### config.mk
export PLATFORM = sky130hd
export DESIGN_NAME = lissajous_osc_seq_flat
export DESIGN_NICKNAME = d
export VERILOG_FILES = /design/src/rtl/lissajous_osc_seq_if.sv /design/src/rtl/lissajous_osc_seq.sv /design/src/flat_wrapper.sv
export SDC_FILE = /design/constraint.sdc
export NUM_CORES = 1
export LEC_CHECK = 0
export BUFFER_PORTS_ARGS = -buffer_cell sky130_fd_sc_hd__buf_2
export CAP_MARGIN = 20
export CELL_PAD_IN_SITES_DETAIL_PLACEMENT = 0
export CELL_PAD_IN_SITES_GLOBAL_PLACEMENT = 1
export CORE_ASPECT_RATIO = 1.5
export CORE_MARGIN = 2
export CORE_UTILIZATION = 32
export DETAILED_ROUTE_END_ITERATION = 8
export GPL_TIMING_DRIVEN = 0
export PLACE_DENSITY_LB_ADDON = 0.1
export RECOVER_POWER = 100
export SYNTH_ARGS = -nofsm -noshare
export SYNTH_HDL_FRONTEND = slang
export SYNTH_SLANG_ARGS = --single-unit
### constraint.sdc
create_clock -name clock -period 1.72 [get_ports clock]
set_clock_uncertainty 0.15 [all_clocks]
set_input_delay 0.172 -clock clock [delete_from_list [all_inputs] [get_ports clock]]
set_output_delay 0.172 -clock clock [all_outputs]
set_load 0.01 [all_outputs]
### src/rtl/lissajous_osc_seq_if.sv
// Bus between the oscillator sequencer and the shared signed 16x16 multiply-add stage.
// The master drives the operands, addend and add/subtract select; the slave returns the
// 32-bit result one cycle after it registers the operands.
interface lissajous_osc_seq_if;
  logic [15:0] mac_a;
  logic [15:0] mac_b;
  logic [31:0] mac_s;
  logic        mac_sub;
  logic [31:0] mac_y;

  modport master (
    output mac_a,
    output mac_b,
    output mac_s,
    output mac_sub,
    input  mac_y
  );

  modport slave (
    input  mac_a,
    input  mac_b,
    input  mac_s,
    input  mac_sub,
    output mac_y
  );
endinterface

### src/rtl/lissajous_osc_seq.sv
// Magic-circle quadrature oscillator sequencer.
// Each accepted tick runs x' = x - e*y, y' = y + e*x' on one shared multiply-add stage,
// issuing two operations and producing one (x, y) update with a single-cycle valid pulse.
// Optional build macro LISSAJOUS_OSC_SAT_EN: result formatting saturates instead of wrapping.
module lissajous_osc_seq #(
  parameter logic [15:0] X_INIT = 16'h6000,
  parameter logic [15:0] Y_INIT = 16'h0000
) (
  input  logic                       clock,
  input  logic                       reset,
  input  logic                       tick,
  input  logic [15:0]                freq,
  input  logic                       load,
  input  logic [15:0]                x0,
  input  logic [15:0]                y0,
  input  logic                       clear,
  output logic [15:0]                x,
  output logic [15:0]                y,
  output logic                       valid,
  output logic                       busy,
  output logic                       overrun,
  lissajous_osc_seq_if.master        mac
);

  typedef enum logic [2:0] {
    StIdle,
    StIssueX,
    StWaitX,
    StIssueY,
    StWaitY
  } state_e;

  state_e      state_q, state_d;
  logic [15:0] e_q, e_d;
  logic [15:0] x_q, x_d;
  logic [15:0] y_q, y_d;
  logic [15:0] xn_q, xn_d;
  logic        valid_q, valid_d;
  logic        overrun_q, overrun_d;
  logic [15:0] mac_a_q, mac_a_d;
  logic [15:0] mac_b_q, mac_b_d;
  logic [31:0] mac_s_q, mac_s_d;
  logic        mac_sub_q, mac_sub_d;

  // Q2.30 product-sum back to Q1.15; only ever sampled into a flop.
  logic [15:0] fmt_y;
  logic        unused_mac_y;

`ifdef LISSAJOUS_OSC_SAT_EN
  // Saturating format: clamp when the two top result bits disagree.
  always_comb begin
    fmt_y = mac.mac_y[30:15];
    if (mac.mac_y[31] != mac.mac_y[30]) begin
      fmt_y = mac.mac_y[31] ? 16'h8000 : 16'h7fff;
    end
  end
  assign unused_mac_y = ^mac.mac_y[14:0];
`else
  // Wrapping format: plain truncation toward minus infinity.
  assign fmt_y = mac.mac_y[30:15];
  assign unused_mac_y = ^{mac.mac_y[31], mac.mac_y[14:0]};
`endif

  // Next-state: FSM sequencing, operand loading, load override and sticky overrun.
  always_comb begin
    state_d   = state_q;
    e_d       = e_q;
    x_d       = x_q;
    y_d       = y_q;
    xn_d      = xn_q;
    valid_d   = 1'b0;
    mac_a_d   = mac_a_q;
    mac_b_d   = mac_b_q;
    mac_s_d   = mac_s_q;
    mac_sub_d = mac_sub_q;

    // A tick that arrives mid-step is lost; a simultaneous load swallows it silently.
    overrun_d = (overrun_q & ~clear) | (tick & ~load & (state_q != StIdle));

    if (load) begin
      x_d     = x0;
      y_d     = y0;
      state_d = StIdle;
    end else begin
      unique case (state_q)
        StIdle: begin
          if (tick) begin
            e_d       = freq;
            mac_a_d   = freq;
            mac_b_d   = y_q;
            mac_s_d   = {x_q[15], x_q, 15'b0};
            mac_sub_d = 1'b1;
            state_d   = StIssueX;
          end
        end
        StIssueX: state_d = StWaitX;
        StWaitX: begin
          xn_d      = fmt_y;
          mac_a_d   = e_q;
          mac_b_d   = fmt_y;
          mac_s_d   = {y_q[15], y_q, 15'b0};
          mac_sub_d = 1'b0;
          state_d   = StIssueY;
        end
        StIssueY: state_d = StWaitY;
        StWaitY: begin
          x_d     = xn_q;
          y_d     = fmt_y;
          valid_d = 1'b1;
          state_d = StIdle;
        end
        default: state_d = StIdle;
      endcase
    end
  end

  // State registers with synchronous active-low reset.
  always_ff @(posedge clock) begin
    if (!reset) begin
      state_q   <= StIdle;
      e_q       <= 16'h0000;
      x_q       <= X_INIT;
      y_q       <= Y_INIT;
      xn_q      <= 16'h0000;
      valid_q   <= 1'b0;
      overrun_q <= 1'b0;
      mac_a_q   <= 16'h0000;
      mac_b_q   <= 16'h0000;
      mac_s_q   <= 32'h0000_0000;
      mac_sub_q <= 1'b0;
    end else begin
      state_q   <= state_d;
      e_q       <= e_d;
      x_q       <= x_d;
      y_q       <= y_d;
      xn_q      <= xn_d;
      valid_q   <= valid_d;
      overrun_q <= overrun_d;
      mac_a_q   <= mac_a_d;
      mac_b_q   <= mac_b_d;
      mac_s_q   <= mac_s_d;
      mac_sub_q <= mac_sub_d;
    end
  end

  assign x           = x_q;
  assign y           = y_q;
  assign valid       = valid_q;
  assign busy        = (state_q != StIdle);
  assign overrun     = overrun_q;
  assign mac.mac_a   = mac_a_q;
  assign mac.mac_b   = mac_b_q;
  assign mac.mac_s   = mac_s_q;
  assign mac.mac_sub = mac_sub_q;

endmodule

### src/flat_wrapper.sv
// flat-port wrapper written by rule: the top's interface ports become plain ports
module lissajous_osc_seq_flat 
#(
  parameter logic [15:0] X_INIT = 16'h6000,
  parameter logic [15:0] Y_INIT = 16'h0000
)
  (clock, reset, tick, freq, load, x0, y0, clear, x, y, valid, busy, overrun, mac_mac_a, mac_mac_b, mac_mac_s, mac_mac_sub, mac_mac_y);
  lissajous_osc_seq_if mac_i ();
  input  logic clock;
  input  logic reset;
  input  logic tick;
  input  logic [15:0] freq;
  input  logic load;
  input  logic [15:0] x0;
  input  logic [15:0] y0;
  input  logic clear;
  output logic [15:0] x;
  output logic [15:0] y;
  output logic valid;
  output logic busy;
  output logic overrun;
  output wire logic [$bits(mac_i.mac_a)-1:0] mac_mac_a;
  output wire logic [$bits(mac_i.mac_b)-1:0] mac_mac_b;
  output wire logic [$bits(mac_i.mac_s)-1:0] mac_mac_s;
  output wire logic [$bits(mac_i.mac_sub)-1:0] mac_mac_sub;
  input wire logic [$bits(mac_i.mac_y)-1:0] mac_mac_y;
  assign mac_mac_a = mac_i.mac_a;
  assign mac_mac_b = mac_i.mac_b;
  assign mac_mac_s = mac_i.mac_s;
  assign mac_mac_sub = mac_i.mac_sub;
  assign mac_i.mac_y = mac_mac_y;
  lissajous_osc_seq #(.X_INIT(X_INIT), .Y_INIT(Y_INIT)) u_core (.clock(clock), .reset(reset), .tick(tick), .freq(freq), .load(load), .x0(x0), .y0(y0), .clear(clear), .x(x), .y(y), .valid(valid), .busy(busy), .overrun(overrun), .mac(mac_i));
endmodule
Yosys cells after proc, flatten, opt, wreduce, memory -nomap -nowiden --
Index checks and enable logic that the tools add are counted.
Storage, ports and cells: output and inout port bits 100, logic and storage cells 46, register bits after elaboration 134, input bits 85
Operators by class: equal/unequal tests 5, bitwise logic cells 7, mux-type cells 15, reductions and logical operators 8
Operators with widths (count):
- 16-bit 2-to-1 mux | 6
- 16-bit case mux with 2 select lines | 2
- 32-bit case mux with 2 select lines | 1
- 32-bit 2-to-1 mux | 1
- 3-bit case mux with 4 select lines | 1
- 3-bit by 2-bit == test with 1-bit output (second input constant) | 2
- 3-bit AND reduction | 2
- 2-bit nonzero test | 2
- 1-bit bitwise AND | 3
- 3-bit by 1-bit == test with 1-bit output (second input constant) | 1
- 3-bit == test (second input constant) | 1
- 3-bit logical NOT | 1
- 3-bit 2-to-1 mux | 1
- 1-bit inverter | 3
- 3-bit nonzero test | 1
- 1-bit 2-to-1 mux | 2
- 2-bit inequality test (second input constant) | 1
- 1-bit case mux with 2 select lines | 1
- 2-bit AND reduction | 1
- 2-bit OR reduction | 1
- 1-bit bitwise OR | 1

Longest topological paths before layout --
Gate-level depths: netlist of run 1.
depth after elaboration 4, gate-level depth with buffers 6, mapped depth without buffers 3

Least setup slack after synthesis of run 1 --
No wires, ideal clock.
path type register to register, from register u_core.state_q[0], to register u_core.xn_q[10], cell stages (with the launch flop) 7, setup time 132 ps, arrival 1363 ps, buffers on the path 3, slack 75 ps, path through dfxtp_1 > buf_2 > or4b_1 > clkbuf_1 > buf_2 > nand2_1 > a21oi_1
Between the ends: cells in the longest elaborated chain, start to end 2
Ends and longest elaborated chain:
- start: declaration | line lissajous_osc_seq.sv:33 | state_e state_q, state_d;
- start signal: assignment | line lissajous_osc_seq.sv:120 | state_q <= StIdle;
- start signal: assignment | line lissajous_osc_seq.sv:132 | state_q <= state_d;
- 3-bit by 2-bit == test with 1-bit output | line lissajous_osc_seq.sv:85 | unique case (state_q)
- 2-bit AND reduction (no line)
- end signal: assignment | line lissajous_osc_seq.sv:136 | xn_q <= xn_d;
- end: declaration | line lissajous_osc_seq.sv:37 | logic [15:0] xn_q, xn_d;
Every way passes these cells. A chain may end at the register's enable or synchronous reset.

Final worst setup path of run 1 --
from register u_core.state_q[1], to register u_core.y_q[1], in the netlist u_core.y[1]
Between the ends: cells in the longest elaborated chain, start to end 2
Ends and longest elaborated chain:
- 3-bit == test | line lissajous_osc_seq.sv:85
- 2-bit nonzero test (no line)
- end signal: assignment | line lissajous_osc_seq.sv:135 | y_q <= y_d;
- end: declaration | line lissajous_osc_seq.sv:36 | logic [15:0] y_q, y_d;
Every way passes these cells.

==> flow_results.xml, run 1 <==
<?xml version="1.0" encoding="UTF-8"?>
<metrics>
  <group name="global_routing">
    <metric name="gr-usage-all-layers" unit="%">22.1</metric>
    <metric name="first_global_vias" unit="">5184</metric>
    <metric name="grt_pass1_wl" unit="um">28600</metric>
    <metric name="globalRouteOverflowTotal" unit="">0</metric>
    <metric name="maximum_number_of_pins_on_one_net_before_global_route_repair" unit="">17</metric>
    <metric name="initial_antenna_violation_count" unit="">0</metric>
  </group>
  <group name="clocking">
    <metric name="tritoncts.num_buffers" unit="">17</metric>
    <metric name="cts_tree" unit="">yes</metric>
    <metric name="sinks_on_clock_net" unit="">118</metric>
    <metric name="worst_skew_pair.late_latency" unit="ps">420</metric>
    <metric name="cts_max_path_buffers" unit="">2</metric>
    <metric name="clk_root_buffer_cell" unit="">clkbuf_16</metric>
    <metric name="htree_levels" unit="">4</metric>
    <metric name="clk_pin_slew_worst_paths" unit="ps">50</metric>
  </group>
  <group name="cells_and_area">
    <metric name="final_core_utilization" unit="%">47.5</metric>
    <metric name="synthToLayoutAreaGrowth" unit="%">45.4</metric>
    <metric name="finalInstanceArea" unit="sq um">7460</metric>
    <metric name="n_fill_cell" unit="">1609</metric>
    <metric name="antenna_cells" unit="">0</metric>
    <metric name="post_route_insts_no_fill" unit="">1055</metric>
    <metric name="drive_gt1_share" unit="%">25.1</metric>
    <metric name="final-seq-area" unit="sq um">2370</metric>
    <metric name="design.final.nets" unit="">924</metric>
    <metric name="multi_input_combinational_cell_area" unit="sq um">2440</metric>
  </group>
  <group name="synthesis">
    <metric name="area_share_of_xor_xnor_cells_in_the_synthesized_design" unit="%">0.171</metric>
    <metric name="count_of_cell_types_in_the_netlist" unit="">31</metric>
    <metric name="synth_area" unit="sq um">5130</metric>
    <metric name="yosys.area_share.simple" unit="%">14.6</metric>
    <metric name="synthCells" unit="">587</metric>
    <metric name="synthMuxAreaShare" unit="%">6.25</metric>
    <metric name="synth_compound_area_share" unit="%">25.0</metric>
    <metric name="synthesis.yosys.warnings" unit="">0</metric>
    <metric name="largest_family_of_logic_cells_by_synthesized_area" unit="">compound AO/OA/AOI/OAI gates</metric>
    <metric name="synth-seq-cells" unit="">118</metric>
    <metric name="syn_avg_cell_area" unit="sq um">8.74</metric>
    <metric name="yosysSeqAreaShare" unit="%">46.1</metric>
    <metric name="synth_adder_area_share" unit="%">0</metric>
  </group>
  <group name="placed_design">
    <metric name="place_hpwl" unit="um">13500</metric>
    <metric name="port_buffers" unit="">152</metric>
    <metric name="placedCellCount" unit="">956</metric>
    <metric name="gp_congestion" unit="">0.829</metric>
    <metric name="placed_area" unit="sq um">6200</metric>
  </group>
  <group name="critical_path">
    <metric name="worstSetupStartpoint" unit="">u_core.state_q[1]$_SDFFE_PP0P_</metric>
    <metric name="startpoint_type" unit="">register</metric>
    <metric name="worstPathArrival" unit="ps">1800</metric>
    <metric name="reg2reg_from" unit="">u_core.state_q[1]$_SDFFE_PP0P_</metric>
    <metric name="timing.critical_path.required" unit="ps">1840</metric>
    <metric name="timing.critical_path.to_type" unit="">register</metric>
    <metric name="cp_max_fo" unit="">10</metric>
    <metric name="timing_worst_setup_path_type" unit="">reg2reg</metric>
  </group>
  <group name="route">
    <metric name="post_drt_via_cell_ratio" unit="">5.00</metric>
    <metric name="post_drt_wl_per_cell" unit="um">18.1</metric>
    <metric name="routed_wl" unit="um">19100</metric>
    <metric name="detailedRoute.firstIterationViolations" unit="">239</metric>
    <metric name="met2_wirelength" unit="um">10100</metric>
    <metric name="route.detailed.drc" unit="">0</metric>
    <metric name="met1_wire_length" unit="um">7710</metric>
    <metric name="routed-via-count" unit="">5275</metric>
    <metric name="dr.max_layer_used" unit="">met4</metric>
    <metric name="drt.antenna.violating_nets" unit="">0</metric>
    <metric name="length_of_routed_met3_wiring" unit="um">909</metric>
    <metric name="drt_pass1_iterations" unit="">5</metric>
  </group>
  <group name="power_and_ir_drop">
    <metric name="seqPwrFrac" unit="%">41.1</metric>
    <metric name="netSwitchingFraction" unit="%">26.1</metric>
    <metric name="combPwrFrac" unit="%">13.8</metric>
    <metric name="netSwitchingPower" unit="mW">1.91</metric>
    <metric name="clock_power_share" unit="%">45.1</metric>
    <metric name="power_density" unit="nW/um^2">978</metric>
    <metric name="leakage" unit="nW">3.23</metric>
    <metric name="ir_worst_vdd" unit="V">0.000479</metric>
    <metric name="intPower" unit="mW">5.39</metric>
  </group>
  <group name="flow_run">
    <metric name="maxCapViolations" unit="">0</metric>
  </group>
  <group name="die">
    <metric name="start_util" unit="%">32.7</metric>
    <metric name="die_area" unit="sq um">17100</metric>
    <metric name="std_cell_rows" unit="">56</metric>
    <metric name="die_x" unit="um">107</metric>
    <metric name="chipHeight" unit="um">159</metric>
    <metric name="ios" unit="">185</metric>
    <metric name="floorplan.core_area" unit="sq um">15700</metric>
  </group>
  <group name="timing">
    <metric name="number_of_max_slew_violations_in_the_final_report" unit="">0</metric>
    <metric name="finalWorstPathRequiredPeriod" unit="ps">1680</metric>
    <metric name="timing.final.setup_violations" unit="">0</metric>
    <metric name="achievable-frequency" unit="MHz">594</metric>
    <metric name="worst_slew_margin_rel" unit="%">52.0</metric>
    <metric name="fin_crit_sh" unit="%">97.9</metric>
    <metric name="rsz0062_at_grt" unit="">true</metric>
    <metric name="worstMarginPinSlew" unit="ps">721</metric>
    <metric name="timing.final.hold_violations" unit="">0</metric>
  </group>
  <group name="worst_hold_path">
    <metric name="worst_hold_path_type" unit="">in2reg</metric>
    <metric name="hold_path_startpoint" unit="">load</metric>
  </group>
  <group name="outcome">
    <metric name="outcome" unit="">finished clean</metric>
  </group>
</metrics>
## cells by family after synthesis
family | Yosys count
xor gates and xnor gates | 1
buffers and inverters | 76
DFF | 118
and+or+nand+nor | 150
other | 1
muxes | 32
AOI/OAI and AO/OA | 209
## layout make-up
type,instances,area share (%)
Buffer,71,6.19
Tap cell,203,3.41
Clock inverter,9,1.04
Multi-Input combinational cell,407,32.8
Inverter,3,0.151
Timing Repair Buffer,221,18.4
Sequential cell,118,31.7
Clock buffer,23,6.27
## per-stage QoR
| stage | power [mW] | worst slack, ps | hold WS (ps) | setup TNS [ps] |
|---|---|---|---|---|
| CTS | 7.37 | 6.67 | 25.3 | 0 |
| floorplan | 3.53 | 74.8 | 167 | 0 |
| global route | 7.58 | -18.2 | 91.7 | -103 |
| detailed placement | 3.95 | -233 | 286 | -10270 |
| global placement | 3.93 | -214 | 288 | -8350 |
| finish | 7.30 | 36.4 | 37.8 | 0 |
## power groups by stage
stage | combinational [mW] | sequential (mW) | clock (mW)
floorplan | 0.448 | 3.08 | 0
global placement | 0.886 | 3.05 | 0
detailed placement | 0.895 | 3.05 | 0
CTS | 1.02 | 3.00 | 3.35
global route | 1.10 | 3.02 | 3.46
finish | 1.01 | 3.00 | 3.29
## final timing paths
kind | end | slack [ps] | cells after the start
worst max register to register | u_core.y[1]$_SDFFE_PN0P_ | 40 | 6
worst min-delay path | u_core.x[13]$_SDFFE_PN1P_ | 40 | 3
worst min register to register | u_core.xn_q[12]$_SDFFE_PN0P_ | 310 | 2
worst max-delay path | u_core.y[1]$_SDFFE_PN0P_ | 40 | 6
## cell usage after synthesis (all sizes together)
cell / count / area (sq um)
a21oi: 96 / 480
or3: 2 / 17.5
mux2i: 32 / 320
nand3: 31 / 155
o221a: 33 / 372
or4b: 1 / 10.0
buf: 39 / 264
a32oi: 1 / 8.76
dfxtp: 118 / 2360
a31oi: 15 / 93.8
xnor2: 1 / 8.76
a21boi: 2 / 15.0
o21ai: 62 / 310
inv: 3 / 11.3
or3b: 1 / 8.76
nand2b: 1 / 6.26
conb: 1 / 3.75
nor2b: 35 / 219
nand2: 35 / 131
nor4b: 1 / 23.8
clkbuf: 34 / 128
nor3: 6 / 30.0
nor2: 37 / 149
## registers in the layout, indices dropped and copies added (netlist names)
name,count
u_core.xn_q,16
u_core.mac.mac_a,16
u_core.y,16
u_core.state_q,3
u_core.mac.mac_sub,1
u_core.valid,1
u_core.mac.mac_s,16
u_core.e_q,16
u_core.x,16
u_core.mac.mac_b,16
u_core.overrun,1
## timing repair
item | CTS | global route
buffers inserted | 2 | 2
hold endpoints to repair | 80 | 0
hold buffers | 65 | 0
setup endpoints to repair | 103 | 79
resized for setup | 29 | 18
pin swaps | 2 | 3
## critical path, stage by stage, from the launching register on
cell and delay [ps]:
dfxtp_2 340, buf_6 140, or3b_4 370, buf_6 150, buf_8 160, mux2i_1 170, a21oi_1 80
## routing by layer
layer	GRT usage, %	up-vias
met2	40.2	175
met3	4.18	26
met1	25.2	2492
li1	-	2582
met4	8.16	0
met5	0	-
## placed cells by master, fill, tap and decap left out, drive strengths merged
cell         count
or3b             1
clkinvlp         3
inv              3
or4b             1
nand2b           1
buf            134
dlygate4sd3     65
xnor2            1
clkbuf         116
clkinv           5
nand2           35
nand3           31
nor4b            1
or3              2
nor3             6
a31oi           15
mux2i           32
o221a           33
a21boi           2
nor2            37
nor2b           35
conb            15
o21ai           62
a21oi           96
dfxtp          118
a32oi            1
bufinv           1
Note: power is estimated with default switching activity, not from simulation.
==> run 2: changes to the inputs <==
- CTS_BUF_LIST: unset -> sky130_fd_sc_hd__clkbuf_4 sky130_fd_sc_hd__clkbuf_8
==> flow_results.xml, run 2 (same netlist as run 1, synthesis figures left out) <==
<?xml version="1.0" encoding="UTF-8"?>
<metrics>
  <group name="route">
    <metric name="route.detailed.drc" unit="">0</metric>
    <metric name="routed_wl" unit="um">19000</metric>
    <metric name="routed-via-count" unit="">5259</metric>
    <metric name="drt_pass1_iterations" unit="">4</metric>
    <metric name="drt.antenna.violating_nets" unit="">0</metric>
    <metric name="post_drt_wl_per_cell" unit="um">18.0</metric>
    <metric name="detailedRoute.firstIterationViolations" unit="">254</metric>
    <metric name="post_drt_via_cell_ratio" unit="">4.98</metric>
  </group>
  <group name="critical_path">
    <metric name="cp_num_buf_inv" unit="">2</metric>
    <metric name="cpLargestDelayFamily" unit="">flip-flops</metric>
    <metric name="timing.critical_path.to_type" unit="">output pin</metric>
    <metric name="regToRegSetupSlack" unit="ps">30</metric>
    <metric name="timing_worst_setup_path_type" unit="">reg2out</metric>
    <metric name="worstPathArrival" unit="ps">1370</metric>
    <metric name="crit_path_frequent_cell" unit="">buf_6</metric>
    <metric name="startpoint_type" unit="">register</metric>
    <metric name="worst_path_cell_trace" unit="">buf_6, or3_4, buf_6</metric>
    <metric name="worst_path_max_delay_cell" unit="">dfxtp_4</metric>
    <metric name="cp_max_fo" unit="">10</metric>
    <metric name="max_stage_delay" unit="ps">340</metric>
    <metric name="timing.critical_path.required" unit="ps">1400</metric>
  </group>
  <group name="power_and_ir_drop">
    <metric name="leakage" unit="nW">3.07</metric>
    <metric name="combPwrFrac" unit="%">15.7</metric>
    <metric name="intPower" unit="mW">4.59</metric>
    <metric name="clock_power_share" unit="%">37.4</metric>
    <metric name="netSwitchingFraction" unit="%">27.9</metric>
    <metric name="ir_worst_vdd" unit="V">0.000395</metric>
    <metric name="power_density" unit="nW/um^2">877</metric>
    <metric name="totalPowerFinal" unit="mW">6.37</metric>
    <metric name="seqPwrFrac" unit="%">47.0</metric>
    <metric name="netSwitchingPower" unit="mW">1.78</metric>
  </group>
  <group name="cells_and_area">
    <metric name="multi_input_combinational_cell_area" unit="sq um">2440</metric>
    <metric name="antenna_cells" unit="">0</metric>
    <metric name="final-seq-area" unit="sq um">2370</metric>
    <metric name="final_cell_mix" unit="">115 x dfxtp_1, 104 x clkbuf_1, 95 x a21oi_1</metric>
    <metric name="n_fill_cell" unit="">1642</metric>
    <metric name="finalInstanceArea" unit="sq um">7270</metric>
    <metric name="drive_gt1_share" unit="%">22.6</metric>
    <metric name="layout_commonest_cell" unit="">dfxtp_1</metric>
    <metric name="design.final.nets" unit="">925</metric>
    <metric name="synthToLayoutAreaGrowth" unit="%">41.7</metric>
  </group>
  <group name="timing">
    <metric name="postLayoutSetupSlackWorst" unit="ps">30.5</metric>
    <metric name="rsz0062_at_grt" unit="">true</metric>
    <metric name="fin_crit_sh" unit="%">98.2</metric>
    <metric name="worst_slew_margin_rel" unit="%">52.0</metric>
    <metric name="timing.final.setup_violations" unit="">0</metric>
    <metric name="worstMarginPinSlew" unit="ps">720</metric>
    <metric name="finalWorstPathRequiredPeriod" unit="ps">1690</metric>
    <metric name="timing.final.hold_violations" unit="">0</metric>
    <metric name="achievable-frequency" unit="MHz">592</metric>
    <metric name="setup_total_negative_slack" unit="ps">0</metric>
    <metric name="number_of_max_slew_violations_in_the_final_report" unit="">0</metric>
  </group>
  <group name="global_routing">
    <metric name="initial_antenna_violation_count" unit="">0</metric>
    <metric name="globalRouteOverflowTotal" unit="">0</metric>
    <metric name="grt_pass1_wl" unit="um">28500</metric>
    <metric name="first_global_vias" unit="">5182</metric>
    <metric name="maximum_number_of_pins_on_one_net_before_global_route_repair" unit="">17</metric>
    <metric name="gr-usage-all-layers" unit="%">22.0</metric>
  </group>
  <group name="placed_design">
    <metric name="preCtsSetupSlack" unit="ps">-233</metric>
    <metric name="placed_area" unit="sq um">6200</metric>
    <metric name="place_hpwl" unit="um">13500</metric>
    <metric name="gp_congestion" unit="">0.829</metric>
    <metric name="port_buffers" unit="">152</metric>
  </group>
  <group name="clocking">
    <metric name="clk_pin_slew_worst_paths" unit="ps">60</metric>
    <metric name="htree_levels" unit="">4</metric>
    <metric name="tritoncts.num_buffers" unit="">17</metric>
    <metric name="cts_tree" unit="">yes</metric>
    <metric name="sinks_on_clock_net" unit="">118</metric>
    <metric name="clk_root_buffer_cell" unit="">clkbuf_8</metric>
    <metric name="worst_skew_pair.late_latency" unit="ps">430</metric>
    <metric name="cts_max_path_buffers" unit="">2</metric>
  </group>
  <group name="die">
    <metric name="ios" unit="">185</metric>
    <metric name="die_x" unit="um">107</metric>
    <metric name="std_cell_rows" unit="">56</metric>
    <metric name="chipHeight" unit="um">159</metric>
    <metric name="floorplan.core_area" unit="sq um">15700</metric>
    <metric name="start_util" unit="%">32.7</metric>
    <metric name="die_area" unit="sq um">17100</metric>
  </group>
  <group name="worst_hold_path">
    <metric name="worst_hold_path_type" unit="">in2reg</metric>
  </group>
  <group name="flow_run">
    <metric name="maxCapViolations" unit="">0</metric>
  </group>
  <group name="outcome">
    <metric name="outcome" unit="">finished clean</metric>
  </group>
</metrics>
run 2: per-stage QoR:
stage / instances / util [%] / hold slack [ps]
finish: 1056 / 46.3 / 23.7
global route: 1056 / 46.3 / 65.5
CTS: 1053 / 46.5 / 0.380
detailed placement: 956 / 39.5 / 286
global placement: 956 / 39.5 / 288
floorplan: 601 / - / 167
run 2: final cells by class:
type                            count  area share (%)
Timing Repair Buffer              222            18.6
Inverter                            3           0.155
Buffer                             71            6.40
Multi-Input combinational cell    407            33.6
Tap cell                          203            3.50
Clock inverter                      9            1.07
Clock buffer                       23            4.01
Sequential cell                   118            32.6
run 2: worst min-delay path: cells and delay by family:
| family | cells | cell delay [ps] |
|---|---|---|
| simple gates | 1 | 90 |
| buf+inv | 1 | 180 |
| compound gates | 1 | 120 |
run 2: worst paths after layout:
check / end / startpoint / cells past startpoint
max: busy / u_core.state_q[1]$_SDFFE_PP0P_ / 3
min: u_core.x[13]$_SDFFE_PN1P_ / load / 3
max reg2reg: u_core.y[1]$_SDFFE_PN0P_ / u_core.state_q[1]$_SDFFE_PP0P_ / 6
min reg2reg: u_core.xn_q[0]$_SDFFE_PN0P_ / u_core.xn_q[0]$_SDFFE_PN0P_ / 2
run 2: repair_timing:
action | in CTS | in global routing
hold buffers | 65 | 0
hold endpoints to repair | 80 | 0
pin swaps | 2 | 1
endpoints found under the setup margin | 102 | 65
setup buffers | 2 | 3
gates resized for setup | 28 | 22
run 2: metal layers:
metal | vias to the layer above | global-route usage, % | part of all wire [%]
met4 | 0 | 7.93 | 2.2
met2 | 164 | 40.1 | 53
met5 | - | 0 | 0
met3 | 23 | 3.81 | 4.7
li1 | 2577 | - | -
met1 | 2495 | 25.3 | 40
run 2: power by group through the flow:
stage | Clock, mW | Combinational, mW | Sequential (mW)
final | 2.38 | 0.998 | 2.99
after global routing | 2.55 | 1.09 | 3.01
after CTS | 2.44 | 1.02 | 2.99
after detailed placement | 0 | 0.895 | 3.05
after global placement | 0 | 0.886 | 3.05
after floorplan | 0 | 0.448 | 3.08
==> run 3: changes to the inputs <==
- ABC_AREA: unset -> 1
==> flow_results.xml, run 3 <==
<?xml version="1.0" encoding="UTF-8"?>
<metrics>
  <group name="power_and_ir_drop">
    <metric name="ir_worst_vdd" unit="V">0.000447</metric>
    <metric name="seqPwrFrac" unit="%">48.3</metric>
    <metric name="power_density" unit="nW/um^2">820</metric>
    <metric name="leakage" unit="nW">3.29</metric>
    <metric name="netSwitchingFraction" unit="%">28.4</metric>
    <metric name="combPwrFrac" unit="%">16.5</metric>
    <metric name="intPower" unit="mW">4.42</metric>
    <metric name="totalPowerFinal" unit="mW">6.17</metric>
    <metric name="clock_power_share" unit="%">35.2</metric>
    <metric name="netSwitchingPower" unit="mW">1.75</metric>
  </group>
  <group name="placed_design">
    <metric name="place_hpwl" unit="um">14200</metric>
    <metric name="gp_congestion" unit="">0.772</metric>
    <metric name="port_buffers" unit="">152</metric>
  </group>
  <group name="synthesis">
    <metric name="synthTopCellsByArea" unit="">dfxtp_1 43%, nand2_1 17%, nor2_1 9.3%</metric>
    <metric name="post-synth-top-area-fraction" unit="%">43.2</metric>
    <metric name="synth_compound_area_share" unit="%">13.0</metric>
    <metric name="synth_adder_area_share" unit="%">0</metric>
    <metric name="synth_largest_area_cell" unit="">dfxtp_1</metric>
    <metric name="synth-seq-cells" unit="">118</metric>
    <metric name="synth_area" unit="sq um">5460</metric>
    <metric name="yosys.area_share.simple" unit="%">32.8</metric>
    <metric name="largest_family_of_logic_cells_by_synthesized_area" unit="">simple AND/OR/NAND/NOR gates</metric>
    <metric name="area_share_of_xor_xnor_cells_in_the_synthesized_design" unit="%">0</metric>
    <metric name="synthCells" unit="">804</metric>
    <metric name="synthMuxAreaShare" unit="%">0</metric>
    <metric name="count_of_cell_types_in_the_netlist" unit="">24</metric>
    <metric name="synth_flop_cell" unit="">dfxtp_1</metric>
    <metric name="synth-edff-count" unit="">0</metric>
    <metric name="synth_async_sr_flop_share" unit="%">0</metric>
    <metric name="syn_avg_cell_area" unit="sq um">6.80</metric>
    <metric name="synthMostInstantiatedCell" unit="">nand2_1</metric>
    <metric name="yosysSeqAreaShare" unit="%">43.2</metric>
    <metric name="synthesis.yosys.warnings" unit="">0</metric>
    <metric name="synthTopCellsByCount" unit="">251 x nand2_1, 135 x nor2_1, 118 x dfxtp_1</metric>
  </group>
  <group name="outcome">
    <metric name="outcome" unit="">complete, but fails checks</metric>
    <metric name="violations_in_the_final_reports" unit="">negative hold slack</metric>
  </group>
  <group name="critical_path">
    <metric name="worst_path_cell_trace" unit="">buf_6, nor2_1, nand2_1, clkbuf_1, o21a_1, a21oi_1</metric>
    <metric name="timing.critical_path.to_type" unit="">register</metric>
    <metric name="worst_path_max_delay_cell" unit="">clkbuf_1</metric>
    <metric name="max_stage_delay" unit="ps">440</metric>
    <metric name="timing_worst_setup_path_type" unit="">reg2reg</metric>
    <metric name="timing.critical_path.required" unit="ps">1870</metric>
    <metric name="startpoint_type" unit="">register</metric>
    <metric name="cp_max_fo" unit="">10</metric>
    <metric name="worstPathArrival" unit="ps">1800</metric>
  </group>
  <group name="cells_and_area">
    <metric name="final_core_utilization" unit="%">44.9</metric>
    <metric name="synthToLayoutAreaGrowth" unit="%">37.8</metric>
    <metric name="drive_gt1_share" unit="%">15.7</metric>
    <metric name="final_cell_mix" unit="">251 x nand2_1, 134 x nor2_1, 116 x dfxtp_1</metric>
    <metric name="design.final.nets" unit="">1150</metric>
    <metric name="final-seq-area" unit="sq um">2360</metric>
    <metric name="n_fill_cell" unit="">1885</metric>
    <metric name="layout_commonest_cell" unit="">nand2_1</metric>
    <metric name="multi_input_combinational_cell_area" unit="sq um">2560</metric>
    <metric name="antenna_cells" unit="">0</metric>
  </group>
  <group name="timing">
    <metric name="rsz0062_at_grt" unit="">false</metric>
    <metric name="finalWorstPathRequiredPeriod" unit="ps">1640</metric>
    <metric name="worstMarginPinSlew" unit="ps">667</metric>
    <metric name="fin_crit_sh" unit="%">95.4</metric>
    <metric name="timing.final.setup_violations" unit="">0</metric>
    <metric name="number_of_max_slew_violations_in_the_final_report" unit="">0</metric>
    <metric name="achievable-frequency" unit="MHz">609</metric>
    <metric name="worst_slew_margin_rel" unit="%">55.5</metric>
    <metric name="holdWs" unit="ps">-8.38</metric>
    <metric name="timing.final.hold_violations" unit="">1</metric>
  </group>
  <group name="route">
    <metric name="drt_pass1_iterations" unit="">5</metric>
    <metric name="routed_wl" unit="um">19200</metric>
    <metric name="route.detailed.drc" unit="">0</metric>
    <metric name="post_drt_via_cell_ratio" unit="">4.48</metric>
    <metric name="drt.antenna.violating_nets" unit="">0</metric>
    <metric name="post_drt_wl_per_cell" unit="um">15.0</metric>
    <metric name="routed-via-count" unit="">5755</metric>
    <metric name="detailedRoute.firstIterationViolations" unit="">210</metric>
  </group>
  <group name="clocking">
    <metric name="sinks_on_clock_net" unit="">118</metric>
    <metric name="tritoncts.num_buffers" unit="">17</metric>
    <metric name="clk_pin_slew_worst_paths" unit="ps">70</metric>
    <metric name="clk_root_buffer_cell" unit="">clkbuf_8</metric>
    <metric name="worst_skew_pair.late_latency" unit="ps">450</metric>
    <metric name="htree_levels" unit="">4</metric>
    <metric name="cts_max_path_buffers" unit="">2</metric>
    <metric name="cts_tree" unit="">yes</metric>
  </group>
  <group name="global_routing">
    <metric name="first_global_vias" unit="">5636</metric>
    <metric name="initial_antenna_violation_count" unit="">0</metric>
    <metric name="maximum_number_of_pins_on_one_net_before_global_route_repair" unit="">17</metric>
    <metric name="gr-usage-all-layers" unit="%">21.4</metric>
    <metric name="grt_pass1_wl" unit="um">30100</metric>
    <metric name="globalRouteOverflowTotal" unit="">0</metric>
  </group>
  <group name="worst_hold_path">
    <metric name="worst_hold_path_type" unit="">in2reg</metric>
  </group>
  <group name="die">
    <metric name="floorplan.core_area" unit="sq um">16800</metric>
    <metric name="die_area" unit="sq um">18200</metric>
    <metric name="die_x" unit="um">111</metric>
    <metric name="ios" unit="">185</metric>
    <metric name="start_util" unit="%">32.6</metric>
    <metric name="std_cell_rows" unit="">58</metric>
    <metric name="chipHeight" unit="um">164</metric>
  </group>
  <group name="flow_run">
    <metric name="maxCapViolations" unit="">0</metric>
  </group>
</metrics>
-- run 3: cell count changes after synthesis, moves of 18 or more --
| cell | before | now |
|---|---|---|
| a21oi_1 | 96 | 50 |
| inv_1 | 1 | 43 |
| mux2i_1 | 32 | 0 |
| nand2_1 | 35 | 251 |
| nand3_1 | 31 | 49 |
| nor2_1 | 35 | 135 |
| nor2b_1 | 35 | 0 |
| o21a_1 | 0 | 28 |
| o21ai_0 | 61 | 36 |
| o221a_2 | 23 | 0 |
-- run 3: worst max-delay path, delay by kind of cell, from the launching register on --
family / cells / cell delay [ps]
AO/OA/AOI/OAI: 2 / 270
buffers and inverters: 2 / 590
flip-flops: 1 / 330
AND/OR/NAND/NOR: 2 / 160
-- run 3: final timing paths --
| check | start | to | slack, ps | depth (start not counted) |
|---|---|---|---|---|
| min | tick | u_core.overrun$_SDFF_PN0_ | -8 | 5 |
| max | u_core.state_q[1]$_SDFFE_PP0P_ | u_core.x[8]$_SDFFE_PN0P_ | 80 | 6 |
| min reg2reg | u_core.mac.mac_b[14]$_SDFFE_PN0P_ | u_core.mac.mac_b[14]$_SDFFE_PN0P_ | 310 | 2 |
| max reg2reg | u_core.state_q[1]$_SDFFE_PP0P_ | u_core.x[8]$_SDFFE_PN0P_ | 80 | 6 |
-- run 3: final cells by class --
class | count | share of cell area, %
buffer | 68 | 6.03
clock buffer | 22 | 3.86
clock inverter | 6 | 0.399
inverter | 46 | 2.29
multi-input combinational | 586 | 34.1
sequential | 118 | 31.4
tap | 210 | 3.49
timing repair buffer | 228 | 18.4
-- run 3: routing by layer --
layer	vias up	global-route usage, %	routed length (um)
met5	-	0	0
met4	0	6.31	367
met3	26	4.06	679
met2	136	40.5	10100
met1	2573	24.2	8110
li1	3020	-	-
-- run 3: repair_timing --
action,CTS,global route
hold buffers,68,0
resized for setup,4,18
buffers inserted,3,6
hold endpoints to repair,96,0
endpoints found under the setup margin,38,75
pin swaps,1,4
-- run 3: power groups by stage --
stage                     Sequential [mW]  Clock (mW)  Combinational [mW]
after global routing                 3.00        2.38                1.14
after detailed placement             3.04           0               0.915
after CTS                            2.98        2.25                1.04
final                                2.98        2.17                1.02
after global placement               3.04           0               0.913
after floorplan                      3.07           0               0.501
-- run 3: kinds of logic after synthesis --
| logic type | count (synthesis) |
|---|---|
| simple gates | 444 |
| other cells | 1 |
| flops | 118 |
| compound gates | 127 |
| buf+inv | 114 |
-- run 3: stage by stage --
stage / TNS, ps / hold slack [ps] / cells / instance area (sq um) / worst slack (ps)
after floorplan: 0 / 160 / 818 / 5520 / 251
after global placement: -3220 / 273 / 1180 / 6540 / -225
after detailed placement: -3330 / 284 / 1180 / 6540 / -222
after CTS: 0 / 6.98 / 1279 / 7570 / 15.1
after global routing: 0 / 47.2 / 1284 / 7530 / 12.5
final: 0 / -8.38 / 1284 / 7530 / 78.9
